===== src/rtl/adder_sched_pkg.sv =====
// Shared op codes, FSM state encoding and flag bit positions for adder_sched.
package adder_sched_pkg;

    localparam logic [1:0] OP_ADD = 2'b00;
    localparam logic [1:0] OP_SUB = 2'b01;
    localparam logic [1:0] OP_NEG = 2'b10;
    localparam logic [1:0] OP_INC = 2'b11;

    localparam int unsigned FLG_N = 3;
    localparam int unsigned FLG_Z = 2;
    localparam int unsigned FLG_C = 1;
    localparam int unsigned FLG_O = 0;

    typedef enum logic [1:0] {
        IDLE = 2'd0,
        BUSY = 2'd1,
        RESP = 2'd2
    } state_t;

endpackage


===== src/rtl/adder_sched_rr2.sv =====
// Two-way round-robin grant; last_grant advances only when a grant is taken.
module adder_sched_rr2 (
    input  logic       i_clk,
    input  logic       i_rst,
    input  logic       i_en,
    input  logic [1:0] i_valid,
    output logic [1:0] o_grant
);

    logic r_last_grant;

    always_comb begin
        o_grant = '0;
        if (i_en) begin
            unique case (i_valid)
                2'b01:   o_grant = 2'b01;
                2'b10:   o_grant = 2'b10;
                2'b11:   o_grant = r_last_grant ? 2'b01 : 2'b10;
                default: o_grant = '0;
            endcase
        end
    end

    // A grant with i_en high is always accepted by the sequencer.
    always_ff @(posedge i_clk) begin
        if (i_rst) begin
            r_last_grant <= 1'b1;
        end else if (|o_grant) begin
            r_last_grant <= o_grant[1];
        end
    end

endmodule


===== src/rtl/unit_A.sv =====
// Shared 32-bit ripple add/subtract unit: a+b, a-b, -b, b+1 with carry-out
// and signed overflow.
module unit_A
    import adder_sched_pkg::*;
(
    input  logic [31:0] a,
    input  logic [31:0] b,
    input  logic [1:0]  f,
    output logic [31:0] s,
    output logic        c_out,
    output logic        O
);

    logic [31:0] w_x;
    logic [31:0] w_y;
    logic        w_cin;
    logic [32:0] w_sum;

    // Every op is x + y + cin; subtraction/negation use the inverted-b form.
    always_comb begin
        w_x   = a;
        w_y   = b;
        w_cin = 1'b0;
        unique case (f)
            OP_ADD: w_cin = 1'b0;
            OP_SUB: begin w_y = ~b; w_cin = 1'b1; end
            OP_NEG: begin w_x = '0; w_y = ~b; w_cin = 1'b1; end
            OP_INC: begin w_x = b;  w_y = '0; w_cin = 1'b1; end
        endcase
    end

    assign w_sum = {1'b0, w_x} + {1'b0, w_y} + 33'(w_cin);
    assign s     = w_sum[31:0];
    assign c_out = w_sum[32];
    assign O     = (w_x[31] == w_y[31]) && (w_sum[31] != w_x[31]);

endmodule


===== src/rtl/adder_sched.sv =====
// Two-requester sequencer for unit_A with settle timer and one-entry response
// buffer. Optional sticky overflow flag: define ADDER_SCHED_STICKY_OVF_EN.
module adder_sched
    import adder_sched_pkg::*;
#(
    parameter int unsigned SETTLE_CYCLES = 4
) (
    input  logic        clk,
    input  logic        rst,
    input  logic        req0_valid,
    output logic        req0_ready,
    input  logic [31:0] req0_a,
    input  logic [31:0] req0_b,
    input  logic [1:0]  req0_f,
    input  logic        req1_valid,
    output logic        req1_ready,
    input  logic [31:0] req1_a,
    input  logic [31:0] req1_b,
    input  logic [1:0]  req1_f,
    output logic        rsp_valid,
    input  logic        rsp_ready,
    output logic        rsp_id,
    output logic [31:0] rsp_s,
    output logic [3:0]  rsp_flags
`ifdef ADDER_SCHED_STICKY_OVF_EN
    ,
    input  logic        ovf_clr,
    output logic        ovf_sticky
`endif
);

    localparam logic [3:0] CNT_LAST = 4'(SETTLE_CYCLES - 1);

    state_t      r_state;
    logic [3:0]  r_cnt;
    logic [31:0] r_a;
    logic [31:0] r_b;
    logic [1:0]  r_f;
    logic        r_id;
    logic        r_rsp_valid;
    logic        r_rsp_id;
    logic [31:0] r_rsp_s;
    logic [3:0]  r_rsp_flags;

    logic [1:0]  w_grant;
    logic [31:0] w_s;
    logic        w_c;
    logic        w_o;
    logic [3:0]  w_flags;

    adder_sched_rr2 u_rr2 (
        .i_clk   (clk),
        .i_rst   (rst),
        .i_en    (r_state == IDLE),
        .i_valid ({req1_valid, req0_valid}),
        .o_grant (w_grant)
    );

    unit_A u_unit_A (
        .a     (r_a),
        .b     (r_b),
        .f     (r_f),
        .s     (w_s),
        .c_out (w_c),
        .O     (w_o)
    );

    always_comb begin
        w_flags        = '0;
        w_flags[FLG_N] = w_s[31];
        w_flags[FLG_Z] = (w_s == '0);
        w_flags[FLG_C] = w_c;
        w_flags[FLG_O] = w_o;
    end

    always_ff @(posedge clk) begin
        if (rst) begin
            r_state     <= IDLE;
            r_cnt       <= '0;
            r_a         <= '0;
            r_b         <= '0;
            r_f         <= '0;
            r_id        <= 1'b0;
            r_rsp_valid <= 1'b0;
            r_rsp_id    <= 1'b0;
            r_rsp_s     <= '0;
            r_rsp_flags <= '0;
        end else begin
            unique case (r_state)
                IDLE: begin
                    if (|w_grant) begin
                        r_a     <= w_grant[1] ? req1_a : req0_a;
                        r_b     <= w_grant[1] ? req1_b : req0_b;
                        r_f     <= w_grant[1] ? req1_f : req0_f;
                        r_id    <= w_grant[1];
                        r_cnt   <= '0;
                        r_state <= BUSY;
                    end
                end
                BUSY: begin
                    if (r_cnt == CNT_LAST) begin
                        r_rsp_s     <= w_s;
                        r_rsp_flags <= w_flags;
                        r_rsp_id    <= r_id;
                        r_rsp_valid <= 1'b1;
                        r_state     <= RESP;
                    end else begin
                        r_cnt <= r_cnt + 4'd1;
                    end
                end
                RESP: begin
                    if (rsp_ready) begin
                        r_rsp_valid <= 1'b0;
                        r_state     <= IDLE;
                    end
                end
                default: r_state <= IDLE;
            endcase
        end
    end

    assign req0_ready = w_grant[0];
    assign req1_ready = w_grant[1];
    assign rsp_valid  = r_rsp_valid;
    assign rsp_id     = r_rsp_id;
    assign rsp_s      = r_rsp_s;
    assign rsp_flags  = r_rsp_flags;

`ifdef ADDER_SCHED_STICKY_OVF_EN
    logic r_ovf_sticky;
    logic w_capture;

    assign w_capture = (r_state == BUSY) && (r_cnt == CNT_LAST);

    // Set has priority over a simultaneous clear.
    always_ff @(posedge clk) begin
        if (rst) begin
            r_ovf_sticky <= 1'b0;
        end else if (w_capture && w_o) begin
            r_ovf_sticky <= 1'b1;
        end else if (ovf_clr) begin
            r_ovf_sticky <= 1'b0;
        end
    end

    assign ovf_sticky = r_ovf_sticky;
`endif

endmodule


===== config.mk =====
export PLATFORM = sky130hd
export DESIGN_NAME = adder_sched
export DESIGN_NICKNAME = d
export VERILOG_FILES = /design/src/rtl/adder_sched_pkg.sv /design/src/rtl/adder_sched_rr2.sv /design/src/rtl/unit_A.sv /design/src/rtl/adder_sched.sv
export SDC_FILE = /design/constraint.sdc
export NUM_CORES = 1
export LEC_CHECK = 0
export CAP_MARGIN = 20
export CORE_UTILIZATION = 56
export CTS_BUF_LIST = sky130_fd_sc_hd__clkbuf_8
export DETAILED_ROUTE_END_ITERATION = 10
export PLACE_DENSITY = 0.88
export SLEW_MARGIN = 10
export SYNTH_ARGS = -nofsm -noshare
export SYNTH_HDL_FRONTEND = slang
export SYNTH_SLANG_ARGS = --single-unit

===== constraint.sdc =====
create_clock -name clk -period 6 [get_ports clk]
set_clock_uncertainty 0.05 [all_clocks]
set_input_delay 1.2 -clock clk [delete_from_list [all_inputs] [get_ports clk]]
set_output_delay 1.2 -clock clk [all_outputs]
set_load 0.005 [all_outputs]

* Word level (Yosys, flattened, before mapping)
Index checks and enable logic that the tools add are counted.
** Storage, ports and cells
- Output and inout port bits :: 40
- Flip-flop bits (word level) :: 112
- Input port bits :: 137
** Cells by class
- Reduce and logical (&&, ||, !) cells :: 14
- Add/sub/neg operators :: 3
- Equal/unequal tests :: 15
- Multiplexer cells :: 19
- Bitwise logic cells :: 1
** Operator list (number)
- $pmux 32 s2 :: 2
- $mux 32 :: 2
- $add 32x32->33 :: 1
- $add 33x1->33 :: 1
- $logic_not 32->1 :: 1
- $not 32->32 :: 1
- $mux 2 :: 6
- $pmux 2 s3 :: 2
- $eq 2x2->1 const B :: 5
- $reduce_and 3->1 :: 3
- $mux 4 :: 2
- $ne 2x2->1 const B :: 4
- $pmux 4 s2 :: 1
- $eq 2x1->1 const B :: 3
- $add 4x1->4 const B :: 1
- $eq 4x2->1 const B :: 1
- $logic_not 2->1 :: 2
- $pmux 1 s2 :: 2
- $reduce_and 2->1 :: 2
- $reduce_bool 2->1 :: 2
- $reduce_or 2->1 :: 2
- $reduce_or 3->1 :: 1
- $mux 1 :: 2
- $eq 1x1->1 :: 1
- other kinds (2) :: 2

* Depth between registers and ports, before layout
- Depth in word-level cells :: 7
- Mapped depth :: 19
- Depth with buffers taken out :: 17

* Hierarchy
A second synthesis with hierarchy kept.
** Unflattened totals
- Cells, all modules :: 957
- Area, all modules :: 7454.6 um2
** By module, submodules not included
- adder_sched :: seq. area each 2202.1 um2, area each 4680.7 um2, instances 1, cells an instance 509
- unit_A :: seq. area each 0.0 um2, area each 2715.1 um2, instances 1, cells an instance 440
- adder_sched_rr2 :: seq. area each 20.0 um2, area each 58.8 um2, instances 1, cells an instance 8

* Least setup slack after synthesis
No wires, ideal clock.
- Path kind :: register to register
- Start :: register r_f[0]
- End :: register r_rsp_flags[2], in the netlist rsp_flags[2]
- Setup time :: 59 ps
- Required time :: 5891 ps
- Arrival :: 3940 ps
- Period minus slack after synthesis :: 4049 ps
- Path slack :: 1951 ps
- Stages on the path, launching flop included :: 20
- Cell sequence :: dfxtp_1 -> inv_1 -> ha_1 -> clkbuf_1 -> inv_1 -> nand2_1 -> clkbuf_1 -> o21ai_0 -> fa_1 -> fa_1 -> a21o_1 -> and4_2 -> o2111a_1 -> nor3_1 -> o221ai_1 -> a2111oi_2 -> o2111ai_1 -> nor4_1 -> nand4b_1 -> nand2_1
** On the way
- Word-level cells in the longest chain between the ends :: 6
** RTL lines
- start, declared :: line adder_sched.sv:38 : logic [1:0] r_f;
- start signal, assigned :: line adder_sched.sv:94 : r_f <= w_grant[1] ? req1_f : req0_f;
- $eq 2x1->1 or $eq 2x2->1 (tied branches) :: line unit_A.sv:24 : unique case (f)
- $reduce_or 2->1 (no line)
- $pmux 32 s2 :: line unit_A.sv:24
- $add 32x32->33 :: line unit_A.sv:32 : assign w_sum = {1'b0, w_x} + {1'b0, w_y} + 33'(w_cin);
- $add 33x1->33 (*) :: line unit_A.sv:32
- $logic_not 32->1 (*) :: line adder_sched.sv:71 : w_flags[FLG_Z] = (w_s == '0);
- end signal, assigned :: line adder_sched.sv:103 : r_rsp_flags <= w_flags;
- end, declared :: line adder_sched.sv:43 : logic [3:0] r_rsp_flags;
Mark *: on every way between the ends. The rest lies on a longest branch, timed or not.
A chain may end at the register's enable or synchronous reset.

* Worst setup path after layout
Ends and elaborated chain as after synthesis.

==> flow_metrics.env <==
export IMPL_avgSynthCellArea_um2=7.155
export IMPL_grt_pass1_wl_um=33990
export IMPL_clk_latency_ps=390
export IMPL_ctsHoldBuffers=0
export IMPL_dp_cells=1330
export IMPL_status="complete, no violations"
export IMPL_internal_power_mw=1.390
export IMPL_required_ps=6280
export IMPL_critical_path_class="reg -> reg"
export IMPL_cts_resized=0
export IMPL_grt_max_degree=100
export IMPL_dpl_cell_area_um2=9239
export IMPL_period_minus_slack_ps=4697
export IMPL_ys_warnings_count=0
export IMPL_finalSetupViolations=0
export IMPL_start_util_pct=58.53
export IMPL_synth_seq_cells=111
export IMPL_vias=7819
export IMPL_cts_htree_levels=3
export IMPL_slowest_stage="fa_1"
export IMPL_p_sw_share_pct=36.47
export IMPL_async_flop_share_pct=0
export IMPL_wirelength_um=20270
export IMPL_nets=1343
export IMPL_p_switching_mw=0.7980
export IMPL_first_pass_iters=5
export IMPL_design_area_um2=9458
export IMPL_layout_setup_ws_ps=1303
export IMPL_cellLeakagePower_nw=3.786
export IMPL_max_slew_margin_pct=33.63
export IMPL_synth_cell_types=76
export IMPL_cts_buffers=9
export IMPL_rsz0062_at_grt="false"
export IMPL_seq_power_share_pct=38.2
export IMPL_cts_tree="yes"
export IMPL_clkPwrFrac_pct=22.7
export IMPL_combPwrFrac_pct=39.2
export IMPL_most_common_layout_cells="nand2_1 (249), clkdlybuf4s50_1 (175), nor2_1 (116)"
export IMPL_p_per_area_nw_per_um2=231.4
export IMPL_ant_nets=0
export IMPL_ys_flop_type="dfxtp_1"
export IMPL_cp_start_kind="flop"
export IMPL_slew_violations=0
export IMPL_drc=0
export IMPL_wl_per_cell_um=15.06
export IMPL_row_count=41
export IMPL_cts_setup_buffers=0
export IMPL_ys_seq_area_share_pct=29.60
export IMPL_holdWs_ps=406.3
export IMPL_clockRootBuffer="clkbuf_8"
export IMPL_syn_area_um2=7506
export IMPL_synthCells=1049
export IMPL_stdcell_count=1346
export IMPL_drt_iter0_drc=671
export IMPL_tightest_slew_ps=995.6
export IMPL_die_w_um=117.8
export IMPL_drive_above_1_share_pct=5.111
export IMPL_syn_nets=1223
export IMPL_hold_viol_final=0
export IMPL_die_area_um2=13870
export IMPL_grt_pass1_vias=7012
export IMPL_coreArea_um2=12820
export IMPL_maxClockFrequency_ghz=0.2129
export IMPL_path_cells="inv_1 > ha_1 > buf_4 > inv_1 > nand2_1 > buf_4 > o21ai_0 > fa_1 > fa_1 > a21o_1 > and4_2 > o2111a_1 > nor3_1 > o221ai_1 > a2111oi_2 > o2111ai_1 > nor4_1 > nand4b_1 > nand2_1"
export IMPL_critPathCaptureType="flop"
export IMPL_antenna_found_initial=0
export IMPL_ctsLongestPathBuffers=2
export IMPL_gp_congestion=0.9093
export IMPL_cts_clk_slew_worst_paths_ps=100
export IMPL_hpwl_um=15380
export IMPL_path_max_fanout=33
export IMPL_crit_path_max_incr_delay_ps=470
export IMPL_track_usage_pct=29.57
export IMPL_final_common_cell="nand2_1"
export IMPL_viasPerCell=5.809
export IMPL_crit_arrival_ps=4980
export IMPL_vdd_drop_max_v=0.0001371
export IMPL_pre_cts_slack_ps=1369
export IMPL_overflow=0
export IMPL_fin_setup_tns_ps=0
export IMPL_synth_edf_count=0
export IMPL_cap_violations=0
export IMPL_fin_crit_sh_pct=78.29
export IMPL_hp_class="reg -> reg"
export IMPL_areaGrowthSynthToFinish_pct=26.00
export IMPL_cts_sinks=111
export IMPL_port_buffer_count=176
export IMPL_pin_count=177
export IMPL_die_h_um=117.8
export IMPL_diodes=0
[sequential cells by signal, indices dropped and copies added, names as in the netlist, 2 cells and up]
register   flops
r_cnt          4
rsp_flags      3
rsp_s         32
r_b           32
r_state        2
r_a           32
r_f            2
[routing by layer]
metal,GRT usage [%],wire length (um),vias to the layer above
met4,9.295,332,0
li1,-,-,3948
met2,44.23,8597,306
met5,0,0,-
met3,4.845,1521,21
met1,43.00,9814,3544
[synth_stat cells, types with 3 or more instances]
cell type	n	area, um2
a211o_1	3	26.28
a211oi_1	7	52.55
a211oi_2	3	37.54
a21boi_0	4	30.03
a21o_1	25	187.7
a21oi_1	56	280.3
a311oi_1	67	586.8
a31oi_1	4	25.02
and2_1	4	25.02
and2_2	3	22.52
and3_1	6	37.54
buf_1	5	18.77
buf_6	3	33.78
clkbuf_1	64	240.2
dfxtp_1	111	2222
ha_1	35	437.9
inv_1	11	41.29
nand2_1	249	934.7
nand2b_1	42	262.8
nand3_1	14	70.07
nand4_1	9	56.30
nor2_1	116	435.4
nor2b_1	7	43.79
nor3_1	20	100.1
nor3b_1	3	22.52
nor4_1	4	25.02
o211ai_1	5	37.54
o21a_1	6	45.04
o21ai_0	78	390.4
o31ai_1	4	30.03
or2_2	5	31.28
or3_1	8	50.05
xnor2_1	9	78.83
xor2_1	8	70.07
[cells by family (layout without fill, tap and decap cells)]
kind of cell | count (synthesis) | after routing | synth area share (%)
compound gates | 294 | 294 | 27.60
buf+inv | 87 | 212 | 4.784
fa+ha+maj | 37 | 37 | 6.368
xor+xnor | 17 | 17 | 1.984
simple gates | 503 | 503 | 29.66
flops | 111 | 111 | 29.60
[path summary, 6_finish.rpt]
path	from	endpoint	slack (ps)	cells after the start
min reg2reg	rsp_s[7]	rsp_s[7]	410	2
max	r_f[0]	rsp_flags[2]	1300	19
min	rsp_s[7]	rsp_s[7]	410	2
max reg2reg	r_f[0]	rsp_flags[2]	1300	19
[stage by stage]
step	power, mW	util [%]
after floorplan	1.449	-
after global placement	1.676	72.04
after detailed placement	1.687	72.04
after CTS	2.182	73.75
after global routing	2.328	73.75
final	2.188	73.75
[critical path, delay by kind of cell, from the launching register on]
| family | cells | cell delay, ps |
|---|---|---|
| simple gates | 6 | 1120 |
| compound gates | 6 | 1270 |
| buf+inv | 4 | 780 |
| fa+ha+maj | 3 | 1060 |
| flops | 1 | 350 |
[power by group through the flow]
| stage | sequential (mW) | combinational [mW] | clock, mW |
|---|---|---|---|
| floorplan | 0.833 | 0.616 | 0 |
| global placement | 0.849 | 0.827 | 0 |
| detailed placement | 0.851 | 0.836 | 0 |
| CTS | 0.834 | 0.844 | 0.504 |
| global route | 0.842 | 0.951 | 0.535 |
| finish | 0.835 | 0.857 | 0.496 |
[layout make-up]
cell class,count,area (um2)
flip-flops and latches,111,2222
repair buffers,185,1827
inverters,11,41.29
multi-input cells,851,4933
fillers,1064,3367
clock buffers,9,123.9
well taps,172,215.2
clock inverters,7,95.09
Power figures use the tool's default switching activity.
